==> src/rtl/sng_pkg.sv <==
// Shared types and constants for the stochastic bit encoder.
// The nibble-rotate helper is only referenced when SNG_PRODUCT_EN is defined.
package sng_pkg;

    localparam int SNG_WIDTH = 8;
    localparam int SNG_LEN_W = 10;

    typedef enum logic [1:0] {
        IDLE = 2'd0,
        RUN  = 2'd1,
        DONE = 2'd2
    } sng_state_e;

    // Swaps the two halves of a sample so the second comparison sees a decorrelated value.
    function automatic logic [SNG_WIDTH-1:0] nibble_rot(input logic [SNG_WIDTH-1:0] v);
        return {v[SNG_WIDTH/2-1:0], v[SNG_WIDTH-1:SNG_WIDTH/2]};
    endfunction

endpackage

==> src/rtl/sng_comparator.sv <==
// Compares one random sample against a threshold, ANDs with an external gate,
// and registers the resulting bit together with its valid qualifier.
module sng_comparator #(
    parameter int WIDTH = 8
) (
    input  logic             clk,
    input  logic             rst,
    input  logic             en_i,
    input  logic [WIDTH-1:0] sample_i,
    input  logic [WIDTH-1:0] thresh_i,
    input  logic             gate_i,
    output logic             hit_o,
    output logic             bit_o,
    output logic             valid_o
);

    logic bit_q;
    logic valid_q;

    assign hit_o = (sample_i < thresh_i) & gate_i;

    // The bit is forced low outside enabled cycles so bit_out never carries stale data.
    always_ff @(posedge clk) begin
        if (rst) begin
            bit_q   <= 1'b0;
            valid_q <= 1'b0;
        end else begin
            bit_q   <= en_i & hit_o;
            valid_q <= en_i;
        end
    end

    assign bit_o   = bit_q;
    assign valid_o = valid_q;

endmodule

==> src/rtl/stochastic_bit_encoder.sv <==
// Stochastic number generator: turns a latched probability into a Bernoulli stream,
// one LFSR sample per bit. Define SNG_PRODUCT_EN to add prob_b and emit p*p_b streams.
module stochastic_bit_encoder
    import sng_pkg::*;
#(
    parameter int WIDTH = SNG_WIDTH,
    parameter int LEN_W = SNG_LEN_W
) (
    input  logic             clk,
    input  logic             rst,
    input  logic             start,
    input  logic [WIDTH-1:0] prob,
`ifdef SNG_PRODUCT_EN
    input  logic [WIDTH-1:0] prob_b,
`endif
    input  logic [LEN_W-1:0] stream_len,
    input  logic [WIDTH-1:0] rand_bits,
    output logic             lfsr_en,
    output logic             busy,
    output logic             bit_valid,
    output logic             bit_out,
    output logic [LEN_W-1:0] ones_count,
    output logic             done
);

    sng_state_e       state_q, state_d;
    logic [LEN_W-1:0] cnt_q, cnt_d;
    logic [LEN_W-1:0] len_q, len_d;
    logic [LEN_W-1:0] ones_q, ones_d;
    logic [WIDTH-1:0] prob_q, prob_d;
    logic             done_q, done_d;
    logic             sample_hit;
    logic             gate;
    logic             run_active;

    assign run_active = (state_q == RUN);

`ifdef SNG_PRODUCT_EN
    logic [WIDTH-1:0] prob_b_q, prob_b_d;

    always_ff @(posedge clk) begin
        if (rst) begin
            prob_b_q <= '0;
        end else begin
            prob_b_q <= prob_b_d;
        end
    end

    always_comb begin
        prob_b_d = prob_b_q;
        if (state_q == IDLE && start) begin
            prob_b_d = prob_b;
        end
    end

    assign gate = (nibble_rot(rand_bits) < prob_b_q);
`else
    assign gate = 1'b1;
`endif

    sng_comparator #(
        .WIDTH (WIDTH)
    ) u_cmp (
        .clk      (clk),
        .rst      (rst),
        .en_i     (run_active),
        .sample_i (rand_bits),
        .thresh_i (prob_q),
        .gate_i   (gate),
        .hit_o    (sample_hit),
        .bit_o    (bit_out),
        .valid_o  (bit_valid)
    );

    always_ff @(posedge clk) begin
        if (rst) begin
            state_q <= IDLE;
            cnt_q   <= '0;
            len_q   <= '0;
            ones_q  <= '0;
            prob_q  <= '0;
            done_q  <= 1'b0;
        end else begin
            state_q <= state_d;
            cnt_q   <= cnt_d;
            len_q   <= len_d;
            ones_q  <= ones_d;
            prob_q  <= prob_d;
            done_q  <= done_d;
        end
    end

    always_comb begin
        state_d = state_q;
        cnt_d   = cnt_q;
        len_d   = len_q;
        ones_d  = ones_q;
        prob_d  = prob_q;
        done_d  = 1'b0;
        case (state_q)
            IDLE: begin
                if (start) begin
                    prob_d = prob;
                    len_d  = stream_len;
                    ones_d = '0;
                    cnt_d  = '0;
                    // A zero-length request completes without consuming any sample.
                    if (stream_len == '0) begin
                        state_d = DONE;
                        done_d  = 1'b1;
                    end else begin
                        state_d = RUN;
                    end
                end
            end
            RUN: begin
                ones_d = ones_q + LEN_W'(sample_hit);
                cnt_d  = cnt_q + LEN_W'(1);
                if (cnt_q == len_q - LEN_W'(1)) begin
                    state_d = DONE;
                    done_d  = 1'b1;
                end
            end
            DONE: begin
                state_d = IDLE;
            end
            default: begin
                state_d = IDLE;
            end
        endcase
    end

    assign lfsr_en    = run_active;
    assign busy       = (state_q != IDLE);
    assign ones_count = ones_q;
    assign done       = done_q;

endmodule

==> config.mk <==
export PLATFORM = sky130hd
export DESIGN_NAME = stochastic_bit_encoder
export DESIGN_NICKNAME = d
export VERILOG_FILES = /design/src/rtl/sng_pkg.sv /design/src/rtl/sng_comparator.sv /design/src/rtl/stochastic_bit_encoder.sv
export SDC_FILE = /design/constraint.sdc
export NUM_CORES = 1
export LEC_CHECK = 0
export CAP_MARGIN = 20
export CORE_AREA = 5 5 98 100
export DETAILED_ROUTE_END_ITERATION = 12
export DIE_AREA = 0 0 103 105
export GPL_ROUTABILITY_DRIVEN = 0
export PLACE_DENSITY = 0.51
export RECOVER_POWER = 25
export SYNTH_ARGS = -nofsm -noshare
export SYNTH_HDL_FRONTEND = slang
export SYNTH_SLANG_ARGS = --single-unit
==> constraint.sdc <==
create_clock -name clk -period 3.16 [get_ports clk]
set_input_delay 0.948 -clock clk [delete_from_list [all_inputs] [get_ports clk]]
set_output_delay 0.948 -clock clk [all_outputs]
set_load 0.05 [all_outputs]
# Word level (Yosys, flattened, before mapping)
# Index checks and enable logic that the tools add are counted.
dict set report word_totals {
  register_bits 43
  inputBits 29
}
dict set report classes {
  n_addsub 3
  n_lt_le_gt_ge 1
  n_eq_ne 4
  n_mux 11
  bitwise 1
  reduce_logical 7
}
# cell n
set op_table {}
lappend op_table {{$pmux 10 s2} 2}
lappend op_table {{$add 10x1->10} 1}
lappend op_table {{$add 10x1->10 const B} 1}
lappend op_table {{$eq 10x10->1} 1}
lappend op_table {{$logic_not 10->1} 1}
lappend op_table {{$mux 10} 1}
lappend op_table {{$sub 10x1->10 const B} 1}
lappend op_table {{$lt 8x8->1} 1}
lappend op_table {{$mux 2} 3}
lappend op_table {{$reduce_and 2->1} 3}
lappend op_table {{$ne 2x2->1 const B} 2}
lappend op_table {{$pmux 2 s2} 1}
lappend op_table {{$reduce_bool 2->1} 2}
lappend op_table {{$mux 1} 3}
lappend op_table {{$eq 2x1->1 const B} 1}
lappend op_table {{$logic_not 2->1} 1}
lappend op_table {{$pmux 1 s2} 1}
lappend op_table {{$and 1x1->1} 1}

# Longest topological paths before layout
dict set report logic_depth {
  depth_word 4
  ltp_mapped 14
  mapped_depth_nobuf 14
}

# Hierarchy
# Synthesis repeated with hierarchy kept, for this count alone.
dict set report unflattened {
  hier_cells 290
  area_unflattened_um2 2284.7
}
# mod n_inst cells_per_inst area_per_inst_um2 seq_area_each_um2
set by_module_without_submodules {}
lappend by_module_without_submodules {stochastic_bit_encoder 1 259 2038.2 820.8}
lappend by_module_without_submodules {sng_comparator 1 31 246.5 40.0}

# Least setup slack after synthesis
# OpenSTA, ideal clock, no wires.
dict set report synth_path {
  kind {input-to-reg}
  startpoint {in rand_bits[1]}
  endpoint {reg ones_q[6], in the netlist ones_count[6]}
  setup_time_ns 0.128
  arrival_ns 2.854
  slack_ns 0.178
  stages 13
  n_path_buf 0
  path_cell_list {ha_1 -> a21o_1 -> a21o_1 -> a21oi_1 -> nor2_1 -> o22ai_1 -> ha_1 -> ha_1 -> and3_1 -> nand3_1 -> a21o_1 -> a21oi_1 -> nor2_1}
}
dict set report synth_between {
  elab_chain_cells 3
}
# item line_no
set synth_lines {}
lappend synth_lines {{start, declared} stochastic_bit_encoder.sv:17} ;# input logic [WIDTH-1:0] rand_bits,
lappend synth_lines {{$lt 8x8->1} sng_comparator.sv:20} ;# assign hit_o = (sample_i < thresh_i) & gate_i;
lappend synth_lines {{$add 10x1->10} stochastic_bit_encoder.sv:117} ;# ones_d = ones_q + LEN_W'(sample_hit);
lappend synth_lines {{$pmux 10 s2} stochastic_bit_encoder.sv:100} ;# case (state_q)
lappend synth_lines {{end signal, assigned} stochastic_bit_encoder.sv:87} ;# ones_q <= ones_d;
lappend synth_lines {{end, declared} stochastic_bit_encoder.sv:29} ;# logic [LEN_W-1:0] ones_q, ones_d;
# No other way between the ends.
# A chain may end at the register's enable or synchronous reset.

# Final worst setup path
dict set report layout_path {
  startpoint {in rand_bits[7]}
  endpoint {reg ones_q[7], in the netlist ones_count[7]}
}
# Same word-level chain as after synthesis.

==> flow_summary.yaml <==
status:
  status: "completed"
floorplan:
  start_util: 0.263
  chipHeight_microns: 105
  io-pin-count: 44
  dieArea_sq_um: 10800
  row_count: 34
  core_area_sq_um: 8590
  die_w_microns: 103
timing:
  skew_ns: 0.00282
  fin_crit_sh: 0.957
  relSlewSlack: 0.306
  fin_crit_ns: 3.02
  rsz0062_at_grt: "false"
  setup_viol: 0
  worstMarginPinSlew_ns: 1.04
  setup-tns-final_ns: 0
  final_max_slew_viol_count: 0
  finalWorstSetupSlack_ns: 0.136
  hold_viol: 0
  fmax_mhz: 331
clocking:
  cts_tree: "done"
  clock_latency_ns: 0.29
  cts_buffers: 5
  clkSlewWorstSetupHoldPaths_ns: 0.08
  htreeDepth: 2
  cts-root-buf: "clkbuf_8"
  cts_hold_buf: 0
  clockBufferDepth: 2
  cts.sinks: 43
setup_path:
  r2r-start: "prob_q[1]"
  timing.rr.end: "ones_count[7]"
  setup.worst_path.class: "input pin to register"
  worst_setup_path_start_kind: "input pin"
  r2r_slack_ns: 0.62
  worstSetupStartpoint: "rand_bits[7]"
  cp_max_fo: 6
  critPathArrivalTime_ns: 3.25
  worstSetupEndpoint: "ones_count[7]"
  worst_setup_path_end_kind: "register"
  cp.required_ns: 3.39
  ff2ff_path_depth: 12
placement:
  post-place-ws_ns: -0.427
  dp_hpwl_mm: 4.49
  port_buffers: 43
power_and_ir_drop:
  p_comb_frac: 0.188
  cellLeakagePower_nw: 1.15
  p_int_uw: 929
  vdd_drop_max_mv: 0.239
  power_frac_seq: 0.461
  pwr-share-clk: 0.351
  powerDensity_nw_per_um2: 409
  netSwitchingFraction: 0.263
  p_switching_uw: 331
flow_run:
  max-cap-violations: 0
synth:
  synth_largest_area_cell: "dfxtp_1"
  yosysSeqAreaShare: 0.381
  avgSynthCellArea_sq_um: 7.80
  syn_area_sq_um: 2260
  netlist_instances: 290
  async_flop_share: 0
  synth-seq-cells: 43
  synth_edf_count: 0
  synth_cell_types: 39
  yosys_warnings: 0
  synth_ff_type: "dfxtp_1"
  synthTopCellsByArea: "dfxtp_1 (38%), a21oi_1 (8.9%), nand2_1 (8.6%), ha_1 (6.1%), xnor2_1 (4.3%)"
  netlist_top_cells_count: "nand2_1 (52), dfxtp_1 (43), a21oi_1 (40)"
  synthesis.nets: 330
  synth_most_common_cell: "nand2_1"
  synth_top_area_share: 0.381
routing:
  drc: 0
  drt-initial-drc-count: 82
  drt-wirelength-per-cell_microns: 13.5
  ant_nets: 0
  firstDrtPassIters: 4
  wl_mm: 6.07
  vias: 2144
  via_per_inst: 4.78
final_layout:
  fill_cells: 924
  diodes: 0
  drive_above_1_share: 0.117
  area_growth_pct: 36.1
  nets: 380
  fin_util: 0.358
global_routing:
  grt_max_degree: 24
  grt_pass1_vias: 2191
  grt_pass1_wl_mm: 10.4
  grt_usage: 0.117
  grt.overflow.total: 0
  antenna_found_initial: 0
worst_hold_path:
  hold_depth: 2
  hold_class: "register to register"
-- worst min path at each step --
stage	from	endpoint	slack (ns)
2_1_floorplan	prob_q[1]	prob_q[1]	0.44
3_3_place_gp	prob_q[5]	prob_q[5]	0.44
3_5_place_dp	prob_q[6]	prob_q[6]	0.45
4_1_cts	prob_q[6]	prob_q[6]	0.46
5_1_grt	prob_q[1]	prob_q[1]	0.47
6_report	prob_q[6]	prob_q[6]	0.46
-- power by group through the flow --
stage	Clock, mW	Sequential (mW)	Combinational, mW
floorplan	0	0.596	0.140
global placement	0	0.592	0.233
detailed placement	0	0.593	0.236
CTS	0.464	0.581	0.238
global route	0.484	0.584	0.267
finish	0.442	0.581	0.237
-- registers in the layout, summed over array words and instances (netlist names) --
name and cells:
cnt_q 10, len_q 10, ones_count 10, prob_q 8, state_q 2, done 1
u_cmp.bit_o 1, u_cmp.valid_o 1
-- timing repair --
item / 4_1_cts / 5_1_grt
pin swaps: 11 / 14
buffers inserted: 1 / 2
setup endpoints to repair: 5 / 5
gates resized for setup: 7 / 13
-- logic make-up (layout without fill, tap and decap cells) --
family | after synthesis | after routing | share of synthesized area
AO/OA/AOI/OAI | 65 | 65 | 0.166
XOR/XNOR | 15 | 15 | 0.0581
adder cells (fa/ha/maj) | 11 | 11 | 0.0609
buffers and inverters | 28 | 79 | 0.0465
flip-flops | 43 | 43 | 0.381
multiplexers | 3 | 3 | 0.0144
AND/OR/NAND/NOR | 125 | 125 | 0.273
-- layer usage --
layer	share of wire	wire length (microns)	GRT usage
met1	0.46	2770	0.147
met2	0.50	3010	0.197
met3	0.038	229	0.0320
met4	0.0091	55	0.0287
met5	0	0	0
-- area by class of cell --
type                       count  area [sq um]  share of cell area
multi-input combinational    219          1360               0.441
sequential                    43           861               0.280
timing repair buffer          58           557               0.181
tap                          108           135              0.0439
clock buffer                   6          82.6              0.0268
inverter                      13          48.8              0.0159
clock inverter                 2          35.0              0.0114
-- stage by stage --
stage / std cells / hold WS [ns] / cell area, sq um / total power, mW
after floorplan: 290 / 0.436 / 2260 / 0.736
after global placement: 438 / 0.444 / 2870 / 0.825
after detailed placement: 438 / 0.452 / 2870 / 0.829
after CTS: 447 / 0.465 / 3020 / 1.28
after global routing: 449 / 0.473 / 3080 / 1.33
final: 449 / 0.459 / 3080 / 1.26
-- placed cells by master (no fill, tap or decap), types with 3 or more instances in the layout --
| cell type | count |
|---|---|
| nand3_1 | 8 |
| clkbuf_8 | 6 |
| inv_1 | 13 |
| xor2_1 | 4 |
| ha_2 | 3 |
| a21oi_1 | 39 |
| o21ai_0 | 7 |
| nand3b_1 | 3 |
| nand2_1 | 52 |
| dfxtp_1 | 43 |
| or3_1 | 6 |
| clkdlybuf4s50_1 | 34 |
| buf_4 | 14 |
| xnor2_1 | 11 |
| o211ai_1 | 5 |
| a21o_1 | 3 |
| or4_1 | 3 |
| nor2_1 | 23 |
| nor3_1 | 8 |
| dlymetal6s2s_1 | 5 |
| ha_1 | 6 |
| nand4_1 | 4 |
-- critical path, cell delays in order --
cell	delay, ns
clkdlybuf4s50_1	0.43
ha_1	0.23
a2111o_1	0.33
o22ai_2	0.18
ha_2	0.23
and3_4	0.19
nand4_1	0.21
or3_1	0.38
a21oi_1	0.14
No activity file was read; power rests on OpenSTA's default activity.
==> RTL edit (config.mk and constraints unchanged) <==
Set the package constant `SNG_WIDTH` to 12 (it was 8).
--- a/src/rtl/sng_pkg.sv
+++ b/src/rtl/sng_pkg.sv
@@ -3,5 +3,5 @@
 package sng_pkg;
 
-    localparam int SNG_WIDTH = 8;
+    localparam int SNG_WIDTH = 12;
     localparam int SNG_LEN_W = 10;
 
Interface: changed (resized prob and rand_bits); port bits go from 44 to 52. The function was not compared with the original's and may differ.
==> RTL edit against the original RTL <==
Sequential cell count is 4 higher. Register-to-register slack better by 130 ps. Synthesized cell count is 5.2% higher. Worst setup slack better by 14 ps. Global-route usage is 0.33 points lower. Combinational power is 3% higher. Utilization is 2.3 points higher. Hold slack worse by 1.6 ps. Wire length is 2.8% lower. Final area is 6.3% higher. Total power is 1.5% lower. Sequential share of layout area is 0.79 points higher. Synthesized area is 8.5% higher. Largest power group unchanged.
==> RTL edit: results (changes against the original RTL) <==
status:
  status: "finished, final reports clean"
power_and_ir_drop:
  p_leak_nw: 1.181  # +2.3%
  ir_worst_vdd_mv: 0.1490  # -38%
route:
  routed_wl_um: 5901  # -2.8%
  viasPerCell: 4.828  # +1.1%
  firstDrtPassIters: 4  # unchanged
  drt_iter0_markers: 88  # +7.3%
yosys:
  synthAdderAreaFrac_pct: 7.653  # +1.6 points
  synth_compound_area_share_pct: 16.84  # +0.23 points
  synthCells: 305  # +5.2%
  synth_xor_area_share_pct: 4.490  # -1.3 points
  seq_area_frac_synth_pct: 38.37  # +0.29 points
  synth_edf_count: 0  # unchanged
  synth_nets: 357  # +8.2%
  synth_commonest_cells: "nand2_1 (57), dfxtp_1 (47), a21oi_1 (35)"
  muxShareOfSynthArea_pct: 2.296  # +0.86 points
  synth_area_leaders: "dfxtp_1 (38%), nand2_1 (8.7%), ha_1 (7.7%)"
  yosysWarnings: 0  # unchanged
  synth.distinct_cells: 51  # +31%
  async_reset_ff_share_pct: 0  # unchanged
final_layout:
  fin_cells: 472  # +5.1%
  diodes: 0  # unchanged
  largest_reg_flops: 12
  nNetsFinal: 415  # +9.2%
  nFillCells: 930  # +0.65%
  top_register: "prob_q"
  drive_gt1_share_pct: 10.71  # -1.0 points
place:
  postPlaceCellArea_um2: 3120  # +8.7%
  port_buffers: 51  # +19%
  dp_slack_ps: -467.8  # -40.70 ps
  place_inst: 462  # +5.5%
  dp_hpwl_um: 4432  # -1.4%
cts:
  cts_buffers: 5  # unchanged
  cts-root-buf: "clkbuf_8"
  clockBufferDepth: 2  # unchanged
  cts_max_level: 2  # unchanged
  clk_pin_slew_ps: 100  # +20 ps
  clock_latency_ps: 300
sta:
  fin_skew_ps: 11.65  # +8.837 ps
  max_freq_mhz: 332.2  # +0.47%
  slew_headroom_pct: 32.00  # +1.4 points
setup_path:
  cp_max_fo: 3  # -3
  reg2regPathDepth: 13  # +1
  crit_path_end: "ones_count[4]"
  cp-startpoint: "rand_bits[4]"
  r2r_slack_ps: 750  # +130 ps
  r2r_start: "prob_q[5]"
worst_hold_path:
  min_from: "prob_q[1]"
  hold_depth: 2  # unchanged
  min_path_type: "register to register"
grt:
  grt_pass1_vias: 2201  # +0.46%
  grt_pass1_wl_um: 10090  # -2.7%
  grt_usage_pct: 11.37  # -0.33 points
  grt_max_degree: 25  # +4.2%
  antenna_found_initial: 0  # unchanged
## RTL edit: cell types whose count changed in the layout (fill, tap and decap cells not counted), moves of 4 or more
cell,delta
o21ai_0,-5
a22oi_1,+5
nor3_1,-4
inv_1,+5
dfxtp_1,+4
buf_4,-4
a21oi_1,-7
ha_1,+6
nand2_1,+5
nand2b_1,+4
clkdlybuf4s50_1,+14
xnor2_1,-5
dlymetal6s2s_1,-4
## RTL edit: worst min-delay path by stage
stage	endpoint	slack [ps]
3_5_place_dp	prob_q[3]	450
2_1_floorplan	prob_q[10]	440
6_report	prob_q[1]	460
5_1_grt	prob_q[4]	480
3_3_place_gp	prob_q[7]	440
4_1_cts	prob_q[7]	460
## RTL edit: what timing repair did
item / in CTS / in global routing
gates resized for setup: 5 / 6
setup endpoints to repair: 4 / 7
pin swaps: 2 / 0
setup buffers: 2 / 0
hold buffers: 0 / 0
## RTL edit: cells by family after synthesis
family | count (synthesis)
buffers and inverters | 30
DFF | 47
xor gates and xnor gates | 11
adders and majority gates | 15
AOI/OAI and AO/OA | 66
muxes | 5
and+or+nand+nor | 131
## RTL edit: critical path, stage by stage
cell and delay, ps:
clkdlybuf4s50_1 400, ha_1 200, a21o_1 150, a21o_1 190, a21oi_2 140, o21ai_2 90
a21oi_2 120, ha_2 210, ha_4 140, and3_4 190, nand2_1 60, or2_2 290
a21oi_2 130
## RTL edit: routing by layer
| metal | wire length (µm) | track usage, % | vias to the layer above |
|---|---|---|---|
| li1 | - | - | 1180 |
| met1 | 2657 | 14.23 | 1047 |
| met2 | 2852 | 19.52 | 46 |
| met3 | 334 | 2.798 | 6 |
| met4 | 56 | 2.498 | 0 |
| met5 | 0 | 0 | - |
## RTL edit: report_power, final
group / switching [W] / total, W / internal, W / leakage [nW]
logic: 0.000122 / 0.000243 / 0.000122 / 0.758
clock network: 0.000211 / 0.000366 / 0.000154 / 0.0402
registers: 0.0000187 / 0.000632 / 0.000613 / 0.383
total: 0.000352 / 0.00124 / 0.000889 / 1.18
## RTL edit: per-stage QoR
stage	hold slack [ps]	setup TNS [ps]
6_report	457.0	0
5_1_grt	477.1	-1.817
2_1_floorplan	436.3	0
3_3_place_gp	444.5	-2172
3_5_place_dp	446.3	-2896
4_1_cts	459.0	0
## RTL edit: layout make-up
class | instances | area, µm² | share of cell area, %
multi-input cells | 228 | 1443 | 44.11
flip-flops and latches | 47 | 940.9 | 28.77
inverters | 19 | 71.32 | 2.181
repair buffers | 62 | 591.8 | 18.09
clock inverters | 3 | 20.02 | 0.6121
well taps | 108 | 135.1 | 4.132
clock buffers | 5 | 68.82 | 2.104
